--- src/rtl/maze_pkg.sv ---
// Shared encodings for the maze game controller: FSM states, move-bit indices,
// difficulty codes and small elaboration-time width helpers.
package maze_pkg;

  typedef enum logic [2:0] {
    ST_MENU  = 3'd0,
    ST_SHOW  = 3'd1,
    ST_PLAY  = 3'd2,
    ST_CHECK = 3'd3,
    ST_LOST  = 3'd4,
    ST_WON   = 3'd5
  } state_e;

  localparam int unsigned DIR_UP    = 0;
  localparam int unsigned DIR_DOWN  = 1;
  localparam int unsigned DIR_LEFT  = 2;
  localparam int unsigned DIR_RIGHT = 3;

  localparam logic [1:0] DIFF_EASY = 2'd0;
  localparam logic [1:0] DIFF_MED  = 2'd1;
  localparam logic [1:0] DIFF_HARD = 2'd2;

  // Index width for n entries, never narrower than one bit.
  function automatic int unsigned idx_w(input int unsigned n);
    return (n > 1) ? $clog2(n) : 1;
  endfunction

  function automatic int unsigned max3(input int unsigned a, input int unsigned b,
                                       input int unsigned c);
    int unsigned m;
    m = (a > b) ? a : b;
    return (m > c) ? m : c;
  endfunction

endpackage

--- src/rtl/maze_preview_timer.sv ---
// Map-preview countdown: loads a cycle count and decrements while enabled.
// done_c flags the cycle in which the count reaches zero.
module maze_preview_timer #(
  parameter int unsigned W = 4
) (
  input  logic         clk,
  input  logic         reset,
  input  logic         load,
  input  logic [W-1:0] load_val,
  input  logic         en,
  output logic         done_c
);

  logic [W-1:0] count_q;

  always_ff @(posedge clk) begin
    if (!reset) begin
      count_q <= '0;
    end else if (load) begin
      count_q <= load_val;
    end else if (en && (count_q != '0)) begin
      count_q <= count_q - W'(1);
    end
  end

  // A zero load also terminates at once rather than wrapping.
  assign done_c = en && (count_q <= W'(1));

endmodule

--- src/rtl/maze_game_ctrl.sv ---
// Maze game controller: menu/difficulty, timed preview, hidden-map play with
// ROM-checked moves, and lose/win detection. Owns position, state and visibility.
module maze_game_ctrl
  import maze_pkg::*;
#(
  parameter int unsigned MAP_W     = 30,
  parameter int unsigned MAP_H     = 21,
  parameter int unsigned START_X   = 0,
  parameter int unsigned START_Y   = 11,
  parameter int unsigned GOAL_X    = 29,
  parameter int unsigned GOAL_Y    = 11,
  parameter int unsigned SHOW_EASY = 50000000,
  parameter int unsigned SHOW_MED  = 25000000,
  parameter int unsigned SHOW_HARD = 10000000,
  parameter int unsigned ROM_LAT   = 1,
  localparam int unsigned XW       = idx_w(MAP_W),
  localparam int unsigned YW       = idx_w(MAP_H)
) (
  input  logic             clk,
  input  logic             reset,
  input  logic             btn_start,
  input  logic             btn_sel,
  input  logic [3:0]       move,
  output logic [YW-1:0]    map_addr,
  input  logic [MAP_W-1:0] map_data,
  output logic [XW-1:0]    player_x,
  output logic [YW-1:0]    player_y,
  output logic [1:0]       difficulty,
  output logic [2:0]       game_state,
  output logic             map_visible,
  output logic             busy,
  output logic             lost,
  output logic             won
);

  localparam int unsigned TW = idx_w(max3(SHOW_EASY, SHOW_MED, SHOW_HARD) + 1);
  localparam int unsigned LW = idx_w(ROM_LAT + 1);

  state_e        state_q, state_d;
  logic [XW-1:0] px_q, px_d, tx_q, tx_d;
  logic [YW-1:0] py_q, py_d, ty_q, ty_d;
  logic [YW-1:0] addr_q, addr_d;
  logic [1:0]    diff_q, diff_d;
  logic [LW-1:0] lat_q, lat_d;
  logic          vis_q, vis_d, busy_q, busy_d, lost_q, lost_d, won_q, won_d;

  logic          show_done_c;
  logic [TW-1:0] show_len_c;
  logic [XW-1:0] cand_x_c;
  logic [YW-1:0] cand_y_c;
  logic          blocked_c;

  always_comb begin
    unique case (diff_q)
      DIFF_MED:  show_len_c = TW'(SHOW_MED);
      DIFF_HARD: show_len_c = TW'(SHOW_HARD);
      default:   show_len_c = TW'(SHOW_EASY);
    endcase
  end

  maze_preview_timer #(
    .W (TW)
  ) u_preview_timer (
    .clk      (clk),
    .reset    (reset),
    .load     ((state_q == ST_MENU) && btn_start),
    .load_val (show_len_c),
    .en       (state_q == ST_SHOW),
    .done_c   (show_done_c)
  );

  // One-step target with up > down > left > right priority and edge blocking.
  always_comb begin
    cand_x_c  = px_q;
    cand_y_c  = py_q;
    blocked_c = 1'b0;
    if (move[DIR_UP]) begin
      blocked_c = (py_q == '0);
      cand_y_c  = py_q - YW'(1);
    end else if (move[DIR_DOWN]) begin
      blocked_c = (py_q == YW'(MAP_H - 1));
      cand_y_c  = py_q + YW'(1);
    end else if (move[DIR_LEFT]) begin
      blocked_c = (px_q == '0);
      cand_x_c  = px_q - XW'(1);
    end else if (move[DIR_RIGHT]) begin
      blocked_c = (px_q == XW'(MAP_W - 1));
      cand_x_c  = px_q + XW'(1);
    end
  end

  always_comb begin
    state_d = state_q;
    px_d    = px_q;
    py_d    = py_q;
    tx_d    = tx_q;
    ty_d    = ty_q;
    addr_d  = addr_q;
    diff_d  = diff_q;
    lat_d   = lat_q;
    vis_d   = vis_q;
    busy_d  = busy_q;
    lost_d  = lost_q;
    won_d   = won_q;

    unique case (state_q)
      ST_MENU: begin
        if (btn_start) begin
          state_d = ST_SHOW;
          vis_d   = 1'b1;
        end else if (btn_sel) begin
          diff_d = (diff_q == DIFF_HARD) ? DIFF_EASY : diff_q + 2'd1;
        end
      end
      ST_SHOW: begin
        if (show_done_c) begin
          state_d = ST_PLAY;
          vis_d   = 1'b0;
        end
      end
      ST_PLAY: begin
        if ((move != 4'd0) && !blocked_c) begin
          addr_d  = cand_y_c;
          tx_d    = cand_x_c;
          ty_d    = cand_y_c;
          lat_d   = '0;
          busy_d  = 1'b1;
          state_d = ST_CHECK;
        end
      end
      ST_CHECK: begin
        // The row addressed on entry is valid after ROM_LAT further edges.
        if (lat_q == LW'(ROM_LAT)) begin
          busy_d = 1'b0;
          if (map_data[tx_q]) begin
            state_d = ST_LOST;
            lost_d  = 1'b1;
            vis_d   = 1'b1;
          end else begin
            px_d = tx_q;
            py_d = ty_q;
            if ((tx_q == XW'(GOAL_X)) && (ty_q == YW'(GOAL_Y))) begin
              state_d = ST_WON;
              won_d   = 1'b1;
              vis_d   = 1'b1;
            end else begin
              state_d = ST_PLAY;
            end
          end
        end else begin
          lat_d = lat_q + LW'(1);
        end
      end
      ST_LOST, ST_WON: begin
        if (btn_start) begin
          state_d = ST_MENU;
          lost_d  = 1'b0;
          won_d   = 1'b0;
          vis_d   = 1'b0;
          px_d    = XW'(START_X);
          py_d    = YW'(START_Y);
        end
      end
      default: state_d = ST_MENU;
    endcase
  end

  always_ff @(posedge clk) begin
    if (!reset) begin
      state_q <= ST_MENU;
      px_q    <= XW'(START_X);
      py_q    <= YW'(START_Y);
      tx_q    <= '0;
      ty_q    <= '0;
      addr_q  <= '0;
      diff_q  <= DIFF_EASY;
      lat_q   <= '0;
      vis_q   <= 1'b0;
      busy_q  <= 1'b0;
      lost_q  <= 1'b0;
      won_q   <= 1'b0;
    end else begin
      state_q <= state_d;
      px_q    <= px_d;
      py_q    <= py_d;
      tx_q    <= tx_d;
      ty_q    <= ty_d;
      addr_q  <= addr_d;
      diff_q  <= diff_d;
      lat_q   <= lat_d;
      vis_q   <= vis_d;
      busy_q  <= busy_d;
      lost_q  <= lost_d;
      won_q   <= won_d;
    end
  end

  assign map_addr    = addr_q;
  assign player_x    = px_q;
  assign player_y    = py_q;
  assign difficulty  = diff_q;
  assign game_state  = state_q;
  assign map_visible = vis_q;
  assign busy        = busy_q;
  assign lost        = lost_q;
  assign won         = won_q;

endmodule

--- config.mk ---
export PLATFORM = sky130hd
export DESIGN_NAME = maze_game_ctrl
export DESIGN_NICKNAME = d
export VERILOG_FILES = /design/src/rtl/maze_pkg.sv /design/src/rtl/maze_preview_timer.sv /design/src/rtl/maze_game_ctrl.sv
export SDC_FILE = /design/constraint.sdc
export NUM_CORES = 1
export LEC_CHECK = 0
export ABC_AREA = 0
export ABC_CLOCK_PERIOD_IN_PS = 4200
export BUFFER_PORTS_ARGS = -buffer_cell sky130_fd_sc_hd__buf_2
export CAP_MARGIN = 10
export CORE_MARGIN = 2
export CORE_UTILIZATION = 55
export DETAILED_ROUTE_END_ITERATION = 12
export GPL_ROUTABILITY_DRIVEN = 0
export GPL_TIMING_DRIVEN = 0
export PLACE_DENSITY_LB_ADDON = 0.05
export SLEW_MARGIN = 20
export SYNTH_ARGS = -nofsm -noshare
export SYNTH_HDL_FRONTEND = slang
export SYNTH_HIERARCHICAL = 1
export SYNTH_SLANG_ARGS = --single-unit
--- constraint.sdc ---
create_clock -name clk -period 4.2 [get_ports clk]
set_input_delay 0.63 -clock clk [delete_from_list [all_inputs] [get_ports clk]]
set_output_delay 0.63 -clock clk [all_outputs]
set_load 0.1 [all_outputs]
==> reports/metrics.csv, run 1 <==
metric,value,unit
outcome,completed,
r2r_start,game_state[0]$_SDFFE_PN0P_,
worst_path_most_repeated_cell,nor3b_1,
cts_made_buffers,5,
seq_area_frac_synth,29.6,%
ys.flop_type,dfxtp_1,
grt_pass1_wl,15.3,mm
n_antenna_cell,0,
r2r_cells,10,
synthArstFlopShare,0,%
fillers,612,
grt_max_degree,17,
rsz0062_at_grt,false,
worstSetupPathType,flip-flop to flip-flop,
finalSetupTns,0,ns
track_usage,24.9,%
antenna_left,0,
start_util,56.4,%
worstHoldEndpoint,busy$_SDFFE_PN0P_,
cap_violations,0,
vdd_ir_drop_max,0.180,mV
cp_max_fo,10,
dieWidth,87.0,µm
drc,0,
fmax,367,MHz
cts_setup_buffers,0,
arrival,2.95,ns
multi_input_area,2460,µm²
syn_area_per_cell,8.54,µm²
ys_warn_count,6,
synthToLayoutAreaGrowth,14.7,%
crit_buf_inv,2,
reg2reg_slack,1.48,ns
antenna_found_initial,0,
slowest_delay,0.43,ns
cp_data_required_time,4.43,ns
clkTransAtPathRegs,0.10,ns
wirelength,9.29,mm
row_count,30,
p_leak,1.80,nW
clockBufferDepth,2,
overflow,0,
firstDrtPassIters,4,
hold_class,flip-flop to flip-flop,
power.density,291,nW/µm²
synth_cell_types,71,
slowest_stage,dfxtp_1,
drv_slew,0,
clock_tree.root_cell,clkbuf_8,
cts_tree,done,
dp_hpwl,7.00,mm
period_share,64.8,%
drive_above_1_share,19.2,%
syn_area,3790,µm²
clock_sinks,56,
setup_viol,0,
drt_iter0_drc,194,
slew_headroom,46.0,%
insertion_delay,0.31,ns
setup.worst_path.start_class,flip-flop,
pin_count,62,
cts.repair.resized,0,
clock_skew,0.00872,ns
nets,571,
dieArea,7580,µm²
num_vias,3520,
critPathCaptureType,flip-flop,
hold_viol,0,
utilization,64.7,%
h-tree-depth,2,
worst_pin_slew,0.802,ns
regArea,1120,µm²
io_buffers,60,
die_h,87.0,µm
path_cells,buf_1 > nor3b_1 > clkbuf_1 > o2111ai_1 > nor2_1 > mux2_2 > a31oi_1 > nor3_1 > a21oi_1 > nor3b_1,
hold_depth,2,
core_area,6720,µm²
ys_ff_latch,56,
hold_start,busy$_SDFFE_PN0P_,
synth-edff-count,0,
crit_family,simple AND/OR/NAND/NOR gates,
min_period,2.72,ns
grt_pass1_vias,3312,
setup_ws,1.48,ns
cts_hold_buf,0,
synth_cells,444,
via_per_inst,5.87,
wl_per_cell,15.5,µm
dpl_worst_slack,1.53,ns
r2r-end,game_state[1]$_SDFFE_PN0P_,
## power breakdown
part           switching [mW]  leakage, nW  total [mW]  internal (mW)
registers              0.0354        0.458       0.596          0.560
clock network           0.183       0.0645       0.394          0.211
logic                   0.172         1.28       0.274          0.103
total                   0.390         1.80        1.26          0.874
## registers in the layout, indices dropped and copies added (netlist names)
name,cells
won,1
u_preview_timer/count_q,26
lat_q,1
player_y,5
tx_q,5
game_state,3
map_visible,1
busy,1
difficulty,2
lost,1
player_x,5
map_addr,5
## synth_stat cells (3+ instances only)
cell type  count  share of area, %
buf_4          3              0.59
or3_1         10               1.6
or4_1          8               1.6
o21ai_0       29               3.8
mux4_2         3               1.8
nor2b_1       19               3.1
nor3b_1        3              0.59
dfxtp_1       56                30
nand2_1       40               4.0
ha_1          14               4.6
nand4_1        4              0.66
xor2_1         5               1.2
a211oi_1       7               1.4
a21boi_0       3              0.59
a31oi_1       15               2.5
and2_1         5              0.82
nor3_1         9               1.2
a21oi_1       13               1.7
nor4_1         7               1.2
buf_2          4              0.53
clkbuf_1      17               1.7
nor4_2         4               1.3
nand2b_1       4              0.66
and3_1         4              0.66
nand3_1       10               1.3
nand3b_1       7               1.4
mux2i_1       30               7.9
xnor2_1       12               2.8
nor2_1        20               2.0
o31ai_1        7               1.4
inv_1         19               1.9
buf_6          3              0.89
## layout make-up
| type | count | share of cell area, % |
|---|---|---|
| buffer | 29 | 3.77 |
| clock buffer | 7 | 2.22 |
| clock inverter | 1 | 0.690 |
| inverter | 20 | 1.73 |
| multi-input combinational | 347 | 56.6 |
| sequential | 56 | 25.8 |
| tap | 80 | 2.30 |
| timing repair buffer | 60 | 6.90 |
## cell families (layout without fill, tap and decap cells)
| group | after synthesis | after routing | synth area share (%) |
|---|---|---|---|
| AND/OR/NAND/NOR | 165 | 165 | 25.2 |
| XOR/XNOR | 17 | 17 | 3.93 |
| flip-flops | 56 | 56 | 29.6 |
| buffers and inverters | 49 | 117 | 6.30 |
| other | 2 | 10 | 0.198 |
| multiplexers | 36 | 36 | 10.6 |
| adder cells (fa/ha/maj) | 14 | 14 | 4.62 |
| AO/OA/AOI/OAI | 105 | 105 | 19.6 |
## layout by cell type (no fill, tap or decap), types with 13 or more instances in the layout
master	count
buf_2	64
dfxtp_1	56
nand2_1	40
mux2i_1	30
o21ai_0	29
nor2_1	20
inv_1	19
nor2b_1	19
clkbuf_1	17
a31oi_1	15
ha_1	14
a21oi_1	13
## how the worst max path moves through the flow
stage	cells after the start	end	startpoint
2_1_floorplan	8	u_preview_timer/count_q[10]$_SDFFE_PN0P_	game_state[0]$_SDFFE_PN0P_
3_3_place_gp	10	game_state[1]$_SDFFE_PN0P_	game_state[0]$_SDFFE_PN0P_
3_5_place_dp	10	game_state[1]$_SDFFE_PN0P_	game_state[0]$_SDFFE_PN0P_
4_1_cts	10	game_state[1]$_SDFFE_PN0P_	game_state[0]$_SDFFE_PN0P_
5_1_grt	10	game_state[1]$_SDFFE_PN0P_	game_state[0]$_SDFFE_PN0P_
6_report	10	game_state[1]$_SDFFE_PN0P_	game_state[0]$_SDFFE_PN0P_
## worst reg2reg max path: cells and delay by family (launching register included)
kind	cells	cell delay, ns
AOI/OAI and AO/OA	3	0.47
buffers and inverters	2	0.71
DFF	1	0.43
muxes	1	0.18
and+or+nand+nor	4	0.86
## routing by layer
layer	vias up	part of all wire [%]	GRT usage [%]
li1	1771	-	-
met1	1679	43	29.8
met2	58	53	46.7
met3	12	2.8	2.84
met4	0	1.1	6.25
met5	-	0	0
## stage by stage
step	hold slack, ns	total power, mW	cell area [µm²]	std cells
after floorplan	0.479	0.803	3820	452
after global placement	0.453	0.871	4220	592
after detailed placement	0.458	0.879	4220	592
after CTS	0.471	1.27	4350	600
after global routing	0.501	1.32	4350	600
final	0.468	1.26	4350	600
(Power assumes the default switching activity.)
==> inputs of run 2 (changes only) <==
Settings changed: ABC_CLOCK_PERIOD_IN_PS 4200 to 2700.
Clock period 4.2 ns to 2.7 ns, I/O delays scaled along.
==> reports/metrics.csv, run 2 (synthesized netlist as in run 1, its figures left out) <==
metric,value,unit,change
fmax,412,MHz,+12%
cts_made_buffers,5,,unchanged
insertion_delay,0.32,ns,about the same
overflow,0,,unchanged
grt_max_degree,18,,+1
path_cells,clkbuf_1 > nor3_1 > and2_1 > clkbuf_1 > clkinv_1 > clkbuf_1 > o21ai_0 > a21oi_1,,
core_area,6720,µm²,unchanged
period_share,90.0,%,+25 points
clockBufferDepth,2,,unchanged
cp_max_fo,10,,unchanged
hold_ws,0.464,ns,-0.00427 ns
track_usage,24.9,%,+0.074 points
antenna_found_initial,0,,unchanged
drv_slew,0,,unchanged
setup_viol,0,,unchanged
grt_pass1_wl,15.2,mm,-0.77%
grt.met2_usage,45.2,%,-1.5 points
pwr-share-comb,22.1,%,+0.4 points
clock_sinks,56,,unchanged
row_count,30,,unchanged
hold_viol,0,,unchanged
finalSetupTns,0,ns,unchanged
io_buffers,60,,unchanged
worst_pin_slew,0.907,ns,+0.105 ns
grt-busiest-layer,met2,,
min_period,2.43,ns,-0.292 ns
dp_hpwl,6.89,mm,-1.6%
slowest_delay,0.36,ns,-0.07 ns
firstDrtPassIters,4,,unchanged
grt_pass1_vias,3190,,-3.7%
via_per_inst,5.71,,-2.6%
antenna_left,0,,unchanged
internal_power,1.31,mW,+50%
use_met1,31.3,%,+1.5 points
p_leak,1.79,nW,-0.21%
cp_data_required_time,2.90,ns,-1.53 ns
clock_power_share,29.5,%,-1.7 points
pin_count,62,,unchanged
cts_tree,done,,
grtUsageMet3,3.22,%,+0.38 points
worstSetupPathType,flip-flop to flip-flop,,
clkTransAtPathRegs,0.11,ns,about the same
final_common_cell,buf_2,,
drt_iter0_drc,157,,-19%
layout_common_cells,"64 x buf_2, 52 x dfxtp_1, 40 x nand2_1",,
outcome,completed,,
drive_above_1_share,20.4,%,+1.2 points
n_antenna_cell,0,,unchanged
cts_hold_buf,0,,unchanged
p_switching,0.605,mW,+55%
wl_per_cell,15.1,µm,-2.3%
top_register,u_preview_timer/count_q,,
clock_tree.root_cell,clkbuf_8,,
power.density,440,nW/µm²,+52%
crit_buf_inv,4,,+2
slew_headroom,39.0,%,-7.0 points
drc,0,,unchanged
clock_skew,0.0140,ns,+0.00529 ns
h-tree-depth,2,,unchanged
critPathCaptureType,flip-flop,,
p_seq_share,48.4,%,+1.3 points
wirelength,9.07,mm,-2.3%
synthToLayoutAreaGrowth,14.6,%,about the same
slowest_stage,dfxtp_2,,
largest_reg_flops,26,,unchanged
setup.worst_path.start_class,flip-flop,,
utilization,64.7,%,about the same
crit_family,buffers and inverters,,
nets,571,,unchanged
start_util,56.4,%,unchanged
dieWidth,87.0,µm,unchanged
power.share.switching,31.6,%,+0.79 points
die_h,87.0,µm,unchanged
power,1.91,mW,+51%
cap_violations,0,,unchanged
num_vias,3428,,-2.6%
rsz0062_at_grt,false,,
dieArea,7580,µm²,unchanged
hold_class,primary input to flip-flop,,
worst_path_most_repeated_cell,clkbuf_1,,
vdd_ir_drop_max,0.306,mV,+70%
arrival,2.63,ns,-0.32 ns
run 2: cell count changes in the layout (fill, tap and decap cells not counted), sizes merged:
cell	change
clkbuf	-2
clkinv	+1
clkinvlp	+1
run 2: final timing paths:
| check | start | to | slack [ns] | cells after the start |
|---|---|---|---|---|
| hold / removal | btn_start | game_state[2]$_SDFFE_PN0P_ | 0.46 | 3 |
| hold reg to reg | busy$_SDFFE_PN0P_ | busy$_SDFFE_PN0P_ | 0.50 | 2 |
| setup / recovery | game_state[1]$_SDFFE_PN0P_ | u_preview_timer/count_q[7]$_SDFFE_PN0P_ | 0.27 | 8 |
| setup reg to reg | game_state[1]$_SDFFE_PN0P_ | u_preview_timer/count_q[7]$_SDFFE_PN0P_ | 0.27 | 8 |
run 2: tightest hold or removal path, delay by kind of cell:
| family | cells | cell delay [ns] |
|---|---|---|
| buffers and inverters | 1 | 0.13 |
| AO/OA/AOI/OAI | 1 | 0.12 |
| AND/OR/NAND/NOR | 1 | 0.10 |
run 2: per-layer routing:
metal  share of wire [%]  up-vias  routed length (µm)
met2                  51       53                4640
met4                0.65        0                  59
met1                  45     1609                4100
met3                 3.0        4                 270
li1                    -     1762                   -
met5                   0        -                   0
run 2: final cells by class:
type                       count  area (µm²)
multi-input combinational    347        2470
fill                         600        2370
sequential                    56        1130
timing repair buffer          60         300
buffer                        29         165
tap                           80         100
inverter                      20        75.1
clock buffer                   5        68.8
clock inverter                 3        42.5
run 2: power by group through the flow:
stage                     combinational, mW  clock (mW)  sequential, mW
final                                 0.423       0.564           0.927
after global routing                  0.473       0.609           0.935
after CTS                             0.425       0.575           0.925
after detailed placement              0.423           0           0.944
after global placement                0.413           0           0.942
after floorplan                       0.284           0           0.966
run 2: timing repair:
action | 4_1_cts | 5_1_grt
gates resized for setup | 0 | 3
setup buffers | 0 | 0
endpoints found under the setup margin | 0 | 6
run 2: stage by stage:
step / area [µm²] / worst slack [ns] / instances
finish: 4350 / 0.270 / 600
global route: 4350 / 0.0106 / 600
CTS: 4340 / 0.155 / 600
detailed placement: 4230 / 0.164 / 592
global placement: 4230 / 0.193 / 592
floorplan: 3830 / 0.0155 / 452
==> inputs of run 3 (changes only) <==
--- a/config.mk
+++ b/config.mk
@@ -15,3 +15,3 @@
 export GPL_ROUTABILITY_DRIVEN = 0
-export GPL_TIMING_DRIVEN = 0
+export GPL_TIMING_DRIVEN = 1
 export PLACE_DENSITY_LB_ADDON = 0.05
==> constraint.sdc (replaced) <==
create_clock -name clk -period 2.7 [get_ports clk]
set_input_delay 0.81 -clock clk [delete_from_list [all_inputs] [get_ports clk]]
set_output_delay 0.81 -clock clk [all_outputs]
set_load 0.1 [all_outputs]
==> reports/metrics.csv, run 3 (synthesized netlist as in run 1, its figures left out) <==
metric,value,unit,change
io_buffers,61,,+1.7%
n_antenna_cell,0,,unchanged
drv_slew,0,,unchanged
hold_start,won$_SDFFE_PN0P_,,
cts_setup_buffers,0,,unchanged
antenna_found_initial,0,,unchanged
overflow,0,,unchanged
fmax,417,MHz,+1.3%
cp_data_required_time,2.94,ns,+0.04 ns
h-tree-depth,2,,unchanged
cap_violations,0,,unchanged
hold_class,flip-flop to flip-flop,,
track_usage,23.7,%,-1.2 points
multi_input_area,2460,µm²,-0.20%
wl_per_cell,15.2,µm,+0.63%
path_cells,nor4_2 > and3b_1 > nand3_1 > nor2_1 > mux2_2 > a31oi_1 > nor3_1 > a21oi_1 > nor3b_1,,
setup.worst_path.start_class,flip-flop,,
slowest_delay,0.42,ns,+0.06 ns
clkTransAtPathRegs,0.10,ns,about the same
cts_made_buffers,5,,unchanged
slowest_stage,nor4_2,,
layout_common_cells,"61 x buf_2, 52 x dfxtp_1, 40 x nand2_1",,
drt_iter0_drc,192,,+22%
nets,558,,-2.3%
reg2reg_slack,0.30,ns,+0.03 ns
worstSetupPathType,flip-flop to flip-flop,,
fillers,618,,+3.0%
core_area,6720,µm²,unchanged
worst_pin_slew,0.748,ns,-0.159 ns
firstDrtPassIters,7,,+3
via_per_inst,5.86,,+2.6%
num_vias,3440,,+0.35%
period_share,88.8,%,-1.2 points
r2r_cells,9,,+1
arrival,2.64,ns,about the same
crit_buf_inv,0,,-4
grt_max_degree,27,,+9
insertion_delay,0.33,ns,about the same
pin_count,62,,unchanged
clock_skew,0.0134,ns,-0.000579 ns
cp_max_fo,6,,-4
wirelength,8.93,mm,-1.6%
p_leak,1.79,nW,-0.19%
grt_pass1_wl,14.4,mm,-4.7%
min_period,2.40,ns,-0.0320 ns
clock_sinks,56,,unchanged
vdd_ir_drop_max,0.297,mV,-3.1%
antenna_left,0,,unchanged
top_register,u_preview_timer/count_q,,
drive_above_1_share,21.5,%,+1.1 points
r2r-end,game_state[1]$_SDFFE_PN0P_,,
dieArea,7580,µm²,unchanged
regArea,1130,µm²,unchanged
rsz0062_at_grt,false,,
dieWidth,87.0,µm,unchanged
slew_headroom,49.7,%,+11 points
utilization,64.0,%,-0.65 points
r2r_start,u_preview_timer/count_q[11]$_SDFFE_PN0P_,,
hold_depth,2,,-1
power.density,430,nW/µm²,-2.3%
grt_pass1_vias,3141,,-1.5%
critPathCaptureType,flip-flop,,
die_h,87.0,µm,unchanged
finalSetupTns,0,ns,unchanged
final_common_cell,buf_2,,
synthToLayoutAreaGrowth,13.4,%,
largest_reg_flops,26,,unchanged
worstHoldEndpoint,won$_SDFFE_PN0P_,,
hold_viol,0,,unchanged
setup_viol,0,,unchanged
start_util,56.4,%,unchanged
drc,0,,unchanged
cts_tree,done,,
dp_hpwl,6.54,mm,-5.0%
row_count,30,,unchanged
crit_family,simple AND/OR/NAND/NOR gates,,
cts_hold_buf,0,,unchanged
clock_tree.root_cell,clkbuf_8,,
cts.repair.resized,0,,unchanged
clockBufferDepth,2,,unchanged
outcome,completed,,
[run 3: worst max-delay path by stage]
stage	startpoint	end	depth (start not counted)
3_3_place_gp	move[1]	tx_q[4]$_SDFFE_PN0P_	8
6_report	u_preview_timer/count_q[11]$_SDFFE_PN0P_	game_state[1]$_SDFFE_PN0P_	9
4_1_cts	u_preview_timer/count_q[11]$_SDFFE_PN0P_	game_state[1]$_SDFFE_PN0P_	9
5_1_grt	u_preview_timer/count_q[11]$_SDFFE_PN0P_	game_state[1]$_SDFFE_PN0P_	9
2_1_floorplan	player_y[0]$_SDFFE_PN1P_	tx_q[3]$_SDFFE_PN0P_	9
3_5_place_dp	move[1]	map_addr[0]$_SDFFE_PN0P_	8
[run 3: final cells by class]
cell class	instances	share of cell area (%)
Inverter	20	1.75
Timing Repair Buffer	76	10.3
Clock inverter	3	0.611
Tap cell	80	2.33
Sequential cell	56	26.2
Clock buffer	5	1.60
Multi-Input combinational cell	347	57.2
[run 3: power breakdown]
| group | internal, mW | switching [mW] | total (mW) |
|---|---|---|---|
| clock | 0.190 | 0.307 | 0.497 |
| combinational | 0.169 | 0.256 | 0.425 |
| sequential | 0.872 | 0.0567 | 0.929 |
[run 3: routing by layer]
metal,GRT usage (%),vias up,wire [µm]
li1,-,1742,-
met1,29.6,1609,4000
met2,41.8,78,4420
met3,3.13,11,336
met4,8.24,0,180
met5,0,-,0
[run 3: stage by stage]
step | instances | setup WS, ns | cell area [µm²] | power, mW | hold WS (ns)
after global placement | 579 | 0.213 | 4210 | 1.36 | 0.450
after detailed placement | 579 | 0.146 | 4210 | 1.37 | 0.459
after CTS | 587 | 0.355 | 4300 | 1.86 | 0.472
after floorplan | 452 | 0.0155 | 3830 | 1.25 | 0.479
after global routing | 587 | 0.154 | 4300 | 1.94 | 0.496
final | 587 | 0.302 | 4300 | 1.85 | 0.468
[run 3: worst min-delay path, delay by kind of cell, from the launching register on]
kind	cells	cell delay, ns
AO/OA/AOI/OAI	1	0.06
flip-flops	1	0.32
AND/OR/NAND/NOR	1	0.05
